**config.mk**
```make
export PLATFORM = sky130hd
export DESIGN_NAME = ltc2324_sample_ctrl
export DESIGN_NICKNAME = d
export VERILOG_FILES = /design/src/rtl/ltc2324_pkg.sv /design/src/rtl/ltc2324_ctrl_fifo.sv /design/src/rtl/ltc2324_sample_ctrl.sv
export SDC_FILE = /design/constraint.sdc
export NUM_CORES = 1
export LEC_CHECK = 0
export CAP_MARGIN = 10
export CORE_AREA = 2 2 152 154
export CTS_CLUSTER_DIAMETER = 60
export CTS_CLUSTER_SIZE = 28
export DETAILED_ROUTE_END_ITERATION = 12
export DIE_AREA = 0 0 154 156
export PLACE_DENSITY = 0.76
export SETUP_SLACK_MARGIN = 0.02
export SYNTH_ARGS = -nofsm -noshare
export SYNTH_HDL_FRONTEND = slang
export SYNTH_HIERARCHICAL = 1
export SYNTH_SLANG_ARGS = --single-unit
```
**constraint.sdc**
```tcl
create_clock -name clk -period 4.1 [get_ports clk]
set_input_delay 0.82 -clock clk [delete_from_list [all_inputs] [get_ports clk]]
set_output_delay 0.82 -clock clk [all_outputs]
set_load 0.1 [all_outputs]
```
**src/rtl/ltc2324_pkg.sv**
```systemverilog
// Shared types and constants for the LTC2324 sample controller.
// Optional drop counter is enabled with LTC2324_CTRL_DROP_CNT_EN.
package ltc2324_pkg;

   typedef enum logic [1:0] {
      StIdle,
      StArmed,
      StConverting,
      StDrain
   } state_e;

   localparam int unsigned MIN_PERIOD     = 64;
   localparam int unsigned TIMEOUT_CYCLES = 255;
   localparam int unsigned AXIS_DATA_W    = 64;

   function automatic logic [15:0] max16(input logic [15:0] a, input logic [15:0] b);
      return (a > b) ? a : b;
   endfunction

endpackage

```
**src/rtl/ltc2324_ctrl_fifo.sv**
```systemverilog
// Two-entry first-word-fall-through FIFO; a push into a full FIFO is accepted
// when a pop happens on the same edge.
module ltc2324_ctrl_fifo #(
   parameter int unsigned WIDTH = 65
) (
   input  logic             clk,
   input  logic             rst_n,
   input  logic             push,
   input  logic [WIDTH-1:0] wdata,
   input  logic             pop,
   output logic [WIDTH-1:0] rdata,
   output logic             full,
   output logic             empty
);

   logic [WIDTH-1:0] mem_q [2];
   logic             wr_ptr_q;
   logic             rd_ptr_q;
   logic [1:0]       count_q;
   logic             push_ok;
   logic             pop_ok;

   assign full    = (count_q == 2'd2);
   assign empty   = (count_q == 2'd0);
   assign pop_ok  = pop && !empty;
   assign push_ok = push && (!full || pop_ok);
   assign rdata   = mem_q[rd_ptr_q];

   always_ff @(posedge clk or negedge rst_n) begin
      if (!rst_n) begin
         mem_q[0] <= '0;
         mem_q[1] <= '0;
         wr_ptr_q <= 1'b0;
         rd_ptr_q <= 1'b0;
         count_q  <= 2'd0;
      end else begin
         if (push_ok) begin
            mem_q[wr_ptr_q] <= wdata;
            wr_ptr_q        <= ~wr_ptr_q;
         end
         if (pop_ok) begin
            rd_ptr_q <= ~rd_ptr_q;
         end
         count_q <= count_q + {1'b0, push_ok} - {1'b0, pop_ok};
      end
   end

endmodule

```
**src/rtl/ltc2324_sample_ctrl.sv**
```systemverilog
// Periodic start/collect controller for the LTC2324 core with an AXIS output.
// Define LTC2324_CTRL_DROP_CNT_EN to add the saturating drop_cnt output.
module ltc2324_sample_ctrl
   import ltc2324_pkg::*;
(
   input  logic                   clk,
   input  logic                   rst_n,
   input  logic                   enable,
   input  logic [15:0]            period,
   input  logic [15:0]            burst_len,
   output logic                   core_start,
   input  logic                   core_valid,
   input  logic [15:0]            core_ch1,
   input  logic [15:0]            core_ch2,
   input  logic [15:0]            core_ch3,
   input  logic [15:0]            core_ch4,
   output logic [AXIS_DATA_W-1:0] m_axis_tdata,
   output logic                   m_axis_tvalid,
   input  logic                   m_axis_tready,
   output logic                   m_axis_tlast,
   output logic                   overrun,
   output logic                   timeout,
   output logic                   busy
`ifdef LTC2324_CTRL_DROP_CNT_EN
   ,
   output logic [15:0]            drop_cnt
`endif
);

   state_e      state_q, state_d;
   logic [15:0] eff_period_q, eff_period_d;
   logic [15:0] eff_burst_q, eff_burst_d;
   logic [15:0] per_cnt_q, per_cnt_d;
   logic [15:0] beat_q, beat_d;
   logic [7:0]  conv_cnt_q, conv_cnt_d;
   logic        overrun_q, overrun_d;
   logic        timeout_q, timeout_d;

   logic        tick, conv_timeout, last_beat;
   logic        result_take, clr_flags, push, pop, can_push;
   logic [1:0]  ovr_events;
   logic        fifo_full, fifo_empty;
   logic [AXIS_DATA_W:0] fifo_rdata;

   assign tick         = (per_cnt_q == eff_period_q - 16'd1);
   assign conv_timeout = (conv_cnt_q == 8'(TIMEOUT_CYCLES - 1));
   assign last_beat    = (beat_q == eff_burst_q - 16'd1);
   assign pop          = m_axis_tvalid && m_axis_tready;
   assign can_push     = !fifo_full || pop;

   always_comb begin
      state_d      = state_q;
      eff_period_d = eff_period_q;
      eff_burst_d  = eff_burst_q;
      per_cnt_d    = per_cnt_q;
      beat_d       = beat_q;
      conv_cnt_d   = conv_cnt_q;
      overrun_d    = overrun_q;
      timeout_d    = timeout_q;
      core_start   = 1'b0;
      result_take  = 1'b0;
      clr_flags    = 1'b0;
      push         = 1'b0;
      ovr_events   = 2'd0;

      if (state_q == StArmed || state_q == StConverting) begin
         per_cnt_d = tick ? 16'd0 : per_cnt_q + 16'd1;
      end
      if (state_q == StConverting || state_q == StDrain) begin
         conv_cnt_d = conv_cnt_q + 8'd1;
      end

      unique case (state_q)
         StIdle: begin
            if (enable) begin
               state_d      = StArmed;
               eff_period_d = max16(period, 16'(MIN_PERIOD));
               eff_burst_d  = max16(burst_len, 16'd1);
               per_cnt_d    = 16'd0;
               beat_d       = 16'd0;
               overrun_d    = 1'b0;
               timeout_d    = 1'b0;
               clr_flags    = 1'b1;
            end
         end
         StArmed: begin
            if (!enable) begin
               state_d = StIdle;
            end else if (tick) begin
               if (fifo_full) begin
                  ovr_events = ovr_events + 2'd1;
               end else begin
                  core_start = 1'b1;
                  state_d    = StConverting;
                  // Counts cycles since the start so the timeout lands
                  // TIMEOUT_CYCLES after the pulse.
                  conv_cnt_d = 8'd1;
               end
            end
         end
         StConverting: begin
            if (tick) begin
               ovr_events = ovr_events + 2'd1;
            end
            if (core_valid) begin
               result_take = 1'b1;
               state_d     = enable ? StArmed : StDrain;
            end else if (conv_timeout) begin
               timeout_d = 1'b1;
               state_d   = enable ? StArmed : StIdle;
            end else if (!enable) begin
               state_d = StDrain;
            end
         end
         StDrain: begin
            if (core_valid) begin
               result_take = 1'b1;
               state_d     = StIdle;
            end else if (conv_timeout) begin
               timeout_d = 1'b1;
               state_d   = StIdle;
            end
         end
         default: state_d = StIdle;
      endcase

      if (result_take) begin
         if (can_push) begin
            push   = 1'b1;
            beat_d = last_beat ? 16'd0 : beat_q + 16'd1;
         end else begin
            ovr_events = ovr_events + 2'd1;
         end
      end
      if (ovr_events != 2'd0) begin
         overrun_d = 1'b1;
      end
   end

   always_ff @(posedge clk or negedge rst_n) begin
      if (!rst_n) begin
         state_q      <= StIdle;
         eff_period_q <= 16'd0;
         eff_burst_q  <= 16'd0;
         per_cnt_q    <= 16'd0;
         beat_q       <= 16'd0;
         conv_cnt_q   <= 8'd0;
         overrun_q    <= 1'b0;
         timeout_q    <= 1'b0;
      end else begin
         state_q      <= state_d;
         eff_period_q <= eff_period_d;
         eff_burst_q  <= eff_burst_d;
         per_cnt_q    <= per_cnt_d;
         beat_q       <= beat_d;
         conv_cnt_q   <= conv_cnt_d;
         overrun_q    <= overrun_d;
         timeout_q    <= timeout_d;
      end
   end

`ifdef LTC2324_CTRL_DROP_CNT_EN
   logic [15:0] drop_cnt_q, drop_cnt_d;
   logic [16:0] drop_sum;

   always_comb begin
      drop_sum   = {1'b0, drop_cnt_q} + {15'd0, ovr_events};
      drop_cnt_d = drop_sum[16] ? 16'hFFFF : drop_sum[15:0];
      if (clr_flags) begin
         drop_cnt_d = 16'd0;
      end
   end

   always_ff @(posedge clk or negedge rst_n) begin
      if (!rst_n) begin
         drop_cnt_q <= 16'd0;
      end else begin
         drop_cnt_q <= drop_cnt_d;
      end
   end

   assign drop_cnt = drop_cnt_q;
`endif

   ltc2324_ctrl_fifo #(
      .WIDTH (AXIS_DATA_W + 1)
   ) u_fifo (
      .clk   (clk),
      .rst_n (rst_n),
      .push  (push),
      .wdata ({last_beat, core_ch4, core_ch3, core_ch2, core_ch1}),
      .pop   (pop),
      .rdata (fifo_rdata),
      .full  (fifo_full),
      .empty (fifo_empty)
   );

   assign m_axis_tvalid = !fifo_empty;
   assign m_axis_tdata  = fifo_rdata[AXIS_DATA_W-1:0];
   assign m_axis_tlast  = fifo_rdata[AXIS_DATA_W] && !fifo_empty;
   assign overrun       = overrun_q;
   assign timeout       = timeout_q;
   assign busy          = (state_q != StIdle);

endmodule

```
# --- After elaboration in Yosys (flattened, before gate mapping) ---
# Cells that the tools add are included.
word_totals:
  reg_bits: 210
  input_bits: 101
op_classes:
  n_eq_ne: 14
  mux: 55
  order_cmp: 5
  bitwise_logic: 4
  n_addsub: 8
  reduce_logical: 23
ops:
  columns: ["operator", "n"]
  rows:
  - ["$mux 65", 4]
  - ["$mux 16", 11]
  - ["$bwmux 130", 1]
  - ["$demux 65 s1", 1]
  - ["$mux 8", 5]
  - ["$add 16x1->16 const B", 2]
  - ["$eq 16x16->1", 2]
  - ["$sub 16x1->16 const B", 2]
  - ["$mux 2", 12]
  - ["$mux 1", 18]
  - ["$gt 16x1->1 const B", 1]
  - ["$gt 16x7->1 const B", 1]
  - ["$reduce_bool 2->1", 5]
  - ["$ne 3x3->1 const B", 3]
  - ["$add 8x1->8 const B", 1]
  - ["$eq 8x8->1 const B", 1]
  - ["$pmux 2 s4", 1]
  - ["$eq 2x2->1 const B", 3]
  - ["$logic_and 1x1->1", 5]
  - ["$reduce_and 5->1", 1]
  - ["$ge 2x2->1 const B", 2]
  - ["$logic_not 2->1", 2]
  - ["$logic_or 1x1->1", 4]
  - ["$ne 2x2->1 const B", 2]
  - ["14 further kinds", 19]

# --- Longest topological paths before layout ---
# Gate-level depths: netlist of the first run.
depth:
  ltp_word: 11
  depth_mapped: 13
  depth_no_buf: 13

# --- Modules after synthesis ---
# The synthesis of the first run kept the hierarchy.
modules_own_cells:
  columns: ["module", "area_each_um2", "instances", "cells_per_inst"]
  rows:
  - ["ltc2324_ctrl_fifo", 6238.5, 1, 370]
  - ["ltc2324_sample_ctrl", 4764.6, 1, 553]

# --- Least setup slack after synthesis of the first run ---
# No wires, ideal clock.
synth_timing:
  kind: "register to output"
  start: "register eff_period_q[0]"
  end: "output core_start"
  arrival_ns: 3.590
  path_stages_with_launch: 9
  slack_ns: -0.310
  required_time_ns: 3.280
  path_cell_list: "dfrtp_1 inv_1 ha_1 or4b_1 or2_2 a2111oi_0 a2bb2oi_1 nand4_1 nor4_4"
synth_via:
  elab_chain_len: 5
synth_lines:
  columns: ["item", "line", "rtl"]
  rows:
  - ["start, declared", "ltc2324_sample_ctrl.sv:31", "logic [15:0] eff_period_q, eff_period_d;"]
  - ["start signal, assigned", "ltc2324_sample_ctrl.sv:152", "eff_period_q <= eff_period_d;"]
  - ["$sub 16x1->16", "ltc2324_sample_ctrl.sv:45", "assign tick = (per_cnt_q == eff_period_q - 16'd1);"]
  - ["$eq 16x16->1", "ltc2324_sample_ctrl.sv:45", null]
  - ["$mux 1", "ltc2324_sample_ctrl.sv:89", "end else if (tick) begin"]
  - ["$mux 1", "ltc2324_sample_ctrl.sv:87", "if (!enable) begin"]
  - ["$mux 1", "ltc2324_sample_ctrl.sv:73", "unique case (state_q)"]
  - ["end, declared", "ltc2324_sample_ctrl.sv:11", "output logic core_start,"]
# Every way passes these cells.

# --- Worst setup path after layout of the first run ---
layout_timing:
  start: "register eff_period_q[1]"
  end: "output core_start"
# Same word-level chain as after synthesis.

==> impl_metrics.tcl, run 1 <==
set metrics [dict create \
    synth_cell_types 62 \
    dr.first_iter.drc_count 412 \
    start_util 0.492 \
    grt_max_degree 90 \
    synthArstFlopShare 1.00 \
    design_area_sq_um 13700 \
    dieHeight_microns 156 \
    place_inst 1356 \
    busiest_layer "met2" \
    leakage_nw 6.39 \
    dr.pass1.iters 5 \
    grt_pass1_vias 7795 \
    cp_max_fo 6 \
    synth-compound-area-share 0.0457 \
    cp-start-kind "flip-flop" \
    yosysMostFrequentCell "dfrtp_1" \
    num-nets-final 1209 \
    synth_top_family_by_area "multiplexers" \
    cp.required_ns 3.28 \
    globalplace.congestion 0.830 \
    vias 7595 \
    drive_gt1_frac 0.316 \
    rows 55 \
    area_growth_pct 24.5 \
    placeableCoreArea_sq_um 22400 \
    synthTopCellsByCount "dfrtp_1 (210), nand2_1 (106), mux2_4 (100), mux2_2 (95), nor2_1 (45)" \
    hp-class "in -> async" \
    fin_skew_ns 0.0186 \
    arrival_ns 3.16 \
    critical_path_buf_inv_count 2 \
    yosys.area_share.simple 0.138 \
    clockBufferDepth 3 \
    overflow 0 \
    io_pins 171 \
    ys_ff_latch 210 \
    synthAdderAreaFrac 0.0136 \
    use_met2 0.334 \
    final_antenna_net_count 0 \
    fin_crit_ns 3.98 \
    synth_mux_area_frac 0.237 \
    htree_levels 1 \
    synth_area_sq_um 11000 \
    stdcell_count 1397 \
    placed_area_sq_um 12900 \
    use_met3 0.0331 \
    synth_flop_cell "dfrtp_1" \
    critPathTopFamily "simple AND/OR/NAND/NOR gates" \
    drt_wl_total_mm 24.5 \
    yosysSeqAreaShare 0.478 \
    grt_util_met1 0.287 \
    cpMaxStageDelayCell "or4_4" \
    fillCellCount 1796 \
    cts.clk_slew.worst_paths_ns 0.08 \
    synth_top_cell_area_share 0.478 \
    worst_ir_drop_vdd_uv 398 \
    antenna_found_initial 1 \
    worst_pin_slew_ns 1.00 \
    maxCapViolCount 0 \
    route.detailed.drc 0 \
    grt_pass1_wl_mm 40.5 \
    grt_usage 0.205 \
    syn_avg_cell_area_sq_um 11.9 \
    holdBufCountCts 0 \
    cts-buffers-inserted 21 \
    slowest_delay_ns 0.53 \
    wire_per_inst_microns 17.5 \
    die_w_microns 154 \
    synth_area_leaders "dfrtp_1 (48%), mux2_4 (14%), mux2_2 (9.7%)" \
    netlist_instances 923 \
    synth_xor_area_frac 0.0573 \
    status "completed" \
    numClockSinks 210 \
    end_kind "output pin" \
    final.setup.tns_ns 0 \
    tritoncts "built" \
    port_buffers 170 \
    fin_crit_sh 0.971 \
    insertion_delay_ns 0.51 \
    rsz0062_at_grt "no" \
    max_slew_margin 0.329 \
    timing.fmax_mhz 251 \
    slew_viol_final 0 \
    hpwl_mm 17.1 \
    synth-warning-count 6 \
    final_hold_viol_count 0 \
    power.density_nw_per_um2 452 \
    cts_root_buf "clkbuf_16" \
    drt-vias-per-instance 5.44 \
    synth_area_leader_cell "dfrtp_1" \
    synthesis.nets 1036 \
    synth_edf_count 0 \
    setup_violations 0 \
    path_cells "inv_2 -> ha_4 -> or4b_4 -> or4_4 -> o311ai_2 -> nor2_2 -> a21o_1 -> nor4_4 -> buf_12" \
    worstSetupPathType "reg -> out" \
    die-area_sq_um 24000 \
]
-- final timing paths --
path                                               startpoint                       endpoint  slack, ns  depth (start not counted)
worst max-delay path              eff_period_q[1]$_DFFE_PN0P_                     core_start       0.12                          9
worst min-delay path                                    rst_n   u_fifo/mem_q[33]$_DFFE_PN0P_       0.28                          1
worst max register to register     eff_burst_q[0]$_DFFE_PN0P_            beat_q[2]$_DFF_PN0_       0.51                          9
worst min register to register  u_fifo/mem_q[124]$_DFFE_PN0P_  u_fifo/mem_q[124]$_DFFE_PN0P_       0.50                          1
max in group asynchronous                               rst_n   u_fifo/mem_q[14]$_DFFE_PN0P_       2.83                          2
min in group clk                u_fifo/mem_q[124]$_DFFE_PN0P_  u_fifo/mem_q[124]$_DFFE_PN0P_       0.50                          1
-- routing by layer --
| metal | vias up | wire (microns) |
|---|---|---|
| li1 | 3612 | - |
| met1 | 3756 | 11500 |
| met2 | 193 | 11400 |
| met3 | 34 | 1160 |
| met4 | 0 | 416 |
| met5 | - | 0 |
-- registers in the layout (all words and copies together), names as in the netlist --
name,count
timeout,1
overrun,1
eff_burst_q,16
conv_cnt_q,8
state_q,2
beat_q,16
per_cnt_q,16
eff_period_q,16
u_fifo/count_q,2
u_fifo/mem_q,130
u_fifo/rd_ptr_q,1
u_fifo/wr_ptr_q,1
-- layout make-up --
class / count / area [sq um] / share of cell area
antenna: 1 / 2.50 / 0.000183
tap: 285 / 357 / 0.0260
clock inverter: 16 / 190 / 0.0139
clock buffer: 22 / 539 / 0.0394
inverter: 17 / 63.8 / 0.00466
sequential: 210 / 5260 / 0.384
multi-input combinational: 654 / 5490 / 0.400
timing repair buffer: 192 / 1810 / 0.132
-- metrics by stage --
stage	hold slack, ns	worst slack, ns	power, mW	utilization
3_5_place_dp	0.487	0.476	4.17	0.578
6_report	0.280	0.119	6.19	0.613
3_3_place_gp	0.483	0.532	4.13	0.578
2_1_floorplan	0.466	0.0259	3.70	-
5_1_grt	0.304	0.0241	6.55	0.613
4_1_cts	0.297	0.0279	6.22	0.611
-- cell families (layout without fill, tap and decap cells) --
group / count (synthesis) / count (layout)
and+or+nand+nor: 293 / 293
DFF: 210 / 210
muxes: 197 / 197
AOI/OAI and AO/OA: 80 / 80
xor gates and xnor gates: 72 / 72
buffers and inverters: 59 / 247
adders and majority gates: 12 / 12
other: 0 / 1
-- timing repair --
action,4_1_cts,5_1_grt
pin swaps,3,3
setup buffers,2,0
resized for setup,2,6
endpoints found under the setup margin,1,1
-- layout by cell type, fill, tap and decap left out, types with 3 or more instances in the layout --
cell	instances
dfrtp_1	208
nand2_1	106
clkdlybuf4s50_1	103
mux2_4	100
mux2_2	95
buf_4	80
nor2_1	43
xor2_1	39
xnor2_1	33
o21ai_0	30
clkbuf_16	21
nor3_1	19
and3_1	16
a21oi_1	16
inv_1	15
nand4_1	14
nand3_1	14
nor4_1	13
ha_1	11
and2_1	9
buf_12	8
or3_1	7
or4_1	6
nand2b_1	5
nor2b_1	5
inv_8	5
a31oi_1	4
a22o_1	4
o211ai_1	4
inv_6	4
nand3b_1	3
nor4b_1	3
nand4b_1	3
a211oi_1	3
nor3b_1	3
and4_1	3
-- power breakdown --
part | leakage (nW) | internal (mW) | switching [mW]
clock | 0.354 | 1.08 | 0.926
sequential | 2.83 | 2.28 | 0.282
combinational | 3.21 | 0.687 | 0.928
total | 6.39 | 4.05 | 2.13
No activity file was read; power rests on OpenSTA's default activity.
==> run 2, diff against run 1 <==
Settings changed: CTS_CLUSTER_DIAMETER 60 to 80, GPL_ROUTABILITY_DRIVEN set to 0.
==> run 2 against run 1 <==
  * Worst hold slack improved by 0.041 ns
  * Sequential cell count unchanged
  * Combinational power about the same
  * Register-to-register slack better by 0.04 ns
  * First-iteration DRC count is 1.2% higher
  * Clock power down 32%
  * Non-clock buffer count is 1 higher
  * Core utilization is 1.4 points lower
  * Count of clock-buffer cells in the layout shrank 9
  * Global-route usage shrank 0.27 points
  * Critical path depth unchanged
==> impl_metrics.tcl, run 2 (same netlist as run 1, synthesis figures left out) <==
set metrics [dict create \
    status "completed" \
    top_register "u_fifo/mem_q" \
    tritoncts "built" \
    clockBufferDepth 3 \
    power.density_nw_per_um2 414 \
    p_int_mw 3.59 \
    r2r-start "eff_burst_q[0]$_DFFE_PN0P_" \
    arrival_ns 3.18 \
    timing.fmax_mhz 250 \
    rows 55 \
    leakage_nw 6.24 \
    hp-class "in -> async" \
    switchingPower_mw 1.95 \
    slew_viol_final 0 \
    cts_root_buf "clkbuf_16" \
    worst_ir_drop_vdd_uv 354 \
    htree_levels 1 \
    die-area_sq_um 24000 \
    power_mw 5.54 \
    route.detailed.drc 0 \
    vias 7553 \
    worstSetupPathType "reg -> out" \
    grt_usage 0.202 \
    p_clk_frac 0.246 \
    grt_pass1_vias 7665 \
    share_comb_of_total_power 0.292 \
    die_w_microns 154 \
    area_growth_pct 21.6 \
    mostFrequentLayoutCell "dfrtp_1" \
    power_switching_share 0.352 \
    placeableCoreArea_sq_um 22400 \
    end_kind "output pin" \
    hpwl_mm 17.1 \
    cts.clk_slew.worst_paths_ns 0.09 \
    drt-vias-per-instance 5.48 \
    largest_reg_flops 130 \
    cts-buffers-inserted 13 \
    worst_pin_slew_ns 1.01 \
    port_buffers 170 \
    setup_violations 0 \
    final_antenna_net_count 0 \
    fin_skew_ns 0.0390 \
    ff2ff_setup_slack_ns 0.55 \
    maxCapViolCount 0 \
    drt_wl_total_mm 24.3 \
    fin_crit_ns 4.00 \
    worst_r2r_path_depth 9 \
    cp-start-kind "flip-flop" \
    numClockSinks 210 \
    start_util 0.492 \
    insertion_delay_ns 0.48 \
    grt_pass1_wl_mm 39.8 \
    stdcell_count 1379 \
    place_inst 1356 \
    io_pins 171 \
    pwr-share-seq 0.462 \
    num-nets-final 1202 \
    dr.first_iter.drc_count 417 \
    dr.pass1.iters 5 \
    dieHeight_microns 156 \
    final_hold_viol_count 0 \
    rsz0062_at_grt "no" \
    final_cell_mix "dfrtp_1 (209), nand2_1 (106), clkdlybuf4s50_1 (103)" \
    wire_per_inst_microns 17.6 \
    fin_util 0.598 \
    reg2reg_to "beat_q[5]$_DFF_PN0_" \
    grt_max_degree 90 \
    cp.required_ns 3.28 \
    cp_max_fo 6 \
    max_slew_margin 0.323 \
    antenna_found_initial 1 \
    final.setup.tns_ns 0 \
    overflow 0 \
    fin_crit_sh 0.976 \
    drive_gt1_frac 0.302 \
]
-- run 2: worst max path at each step --
| stage | end | cells past startpoint | slack [ns] | start |
|---|---|---|---|---|
| floorplan | core_start | 6 | 0.03 | eff_period_q[10]$_DFFE_PN0P_ |
| global placement | core_start | 9 | 0.53 | eff_period_q[0]$_DFFE_PN0P_ |
| detailed placement | core_start | 9 | 0.48 | eff_period_q[0]$_DFFE_PN0P_ |
| CTS | core_start | 9 | 0.03 | eff_period_q[0]$_DFFE_PN0P_ |
| global route | core_start | 9 | 0.005 | eff_period_q[0]$_DFFE_PN0P_ |
| finish | core_start | 9 | 0.1 | eff_period_q[1]$_DFFE_PN0P_ |
-- run 2: cell type report --
type	instances	area, sq um
fill	1830	8980
multi-input combinational	654	5480
sequential	210	5260
timing repair buffer	193	1810
tap	285	357
clock buffer	13	325
clock inverter	6	82.6
inverter	17	63.8
antenna	1	2.50
-- run 2: timing repair --
| item | CTS | global route |
|---|---|---|
| hold buffers | 0 | 0 |
| resized for setup | 1 | 4 |
| setup buffers | 1 | 2 |
| pin swaps | 2 | 3 |
| setup endpoints to repair | 1 | 1 |
-- run 2: worst max-delay path, cell delays in order, from the launching register on --
cell,delay [ns]
dfrtp_1,0.43
inv_2,0.09
ha_4,0.14
or4b_4,0.50
or4_1,0.54
o311ai_2,0.10
nor2_2,0.11
a21o_1,0.24
nor4_4,0.34
buf_12,0.22
-- run 2: per-stage QoR --
step	setup slack, ns	instance area, sq um	hold WS, ns
floorplan	0.0259	11000	0.466
global placement	0.532	12900	0.483
detailed placement	0.476	12900	0.487
CTS	0.0280	13300	0.330
global route	0.00462	13400	0.344
finish	0.0998	13400	0.320
-- run 2: per-layer routing --
layer / wire (microns) / global-route usage / vias to the layer above
li1: - / - / 3586
met1: 11500 / 0.289 / 3755
met2: 11200 / 0.331 / 186
met3: 1130 / 0.0253 / 26
met4: 374 / 0.0458 / 0
met5: 0 / 0 / -
-- run 2: power groups by stage --
stage,registers [mW],logic (mW),clock network [mW]
2_1_floorplan,2.50,1.20,0
3_3_place_gp,2.58,1.55,0
3_5_place_dp,2.60,1.57,0
4_1_cts,2.56,1.58,1.42
5_1_grt,2.60,1.78,1.50
6_report,2.56,1.62,1.36
==> run 3, diff against run 2 <==
Settings changed: CAP_MARGIN 10 to unset, CTS_BUF_LIST set to sky130_fd_sc_hd__clkbuf_16.
==> results of run 3 <==
No change in the layout: final DEF, timing and power equal those of run 2.
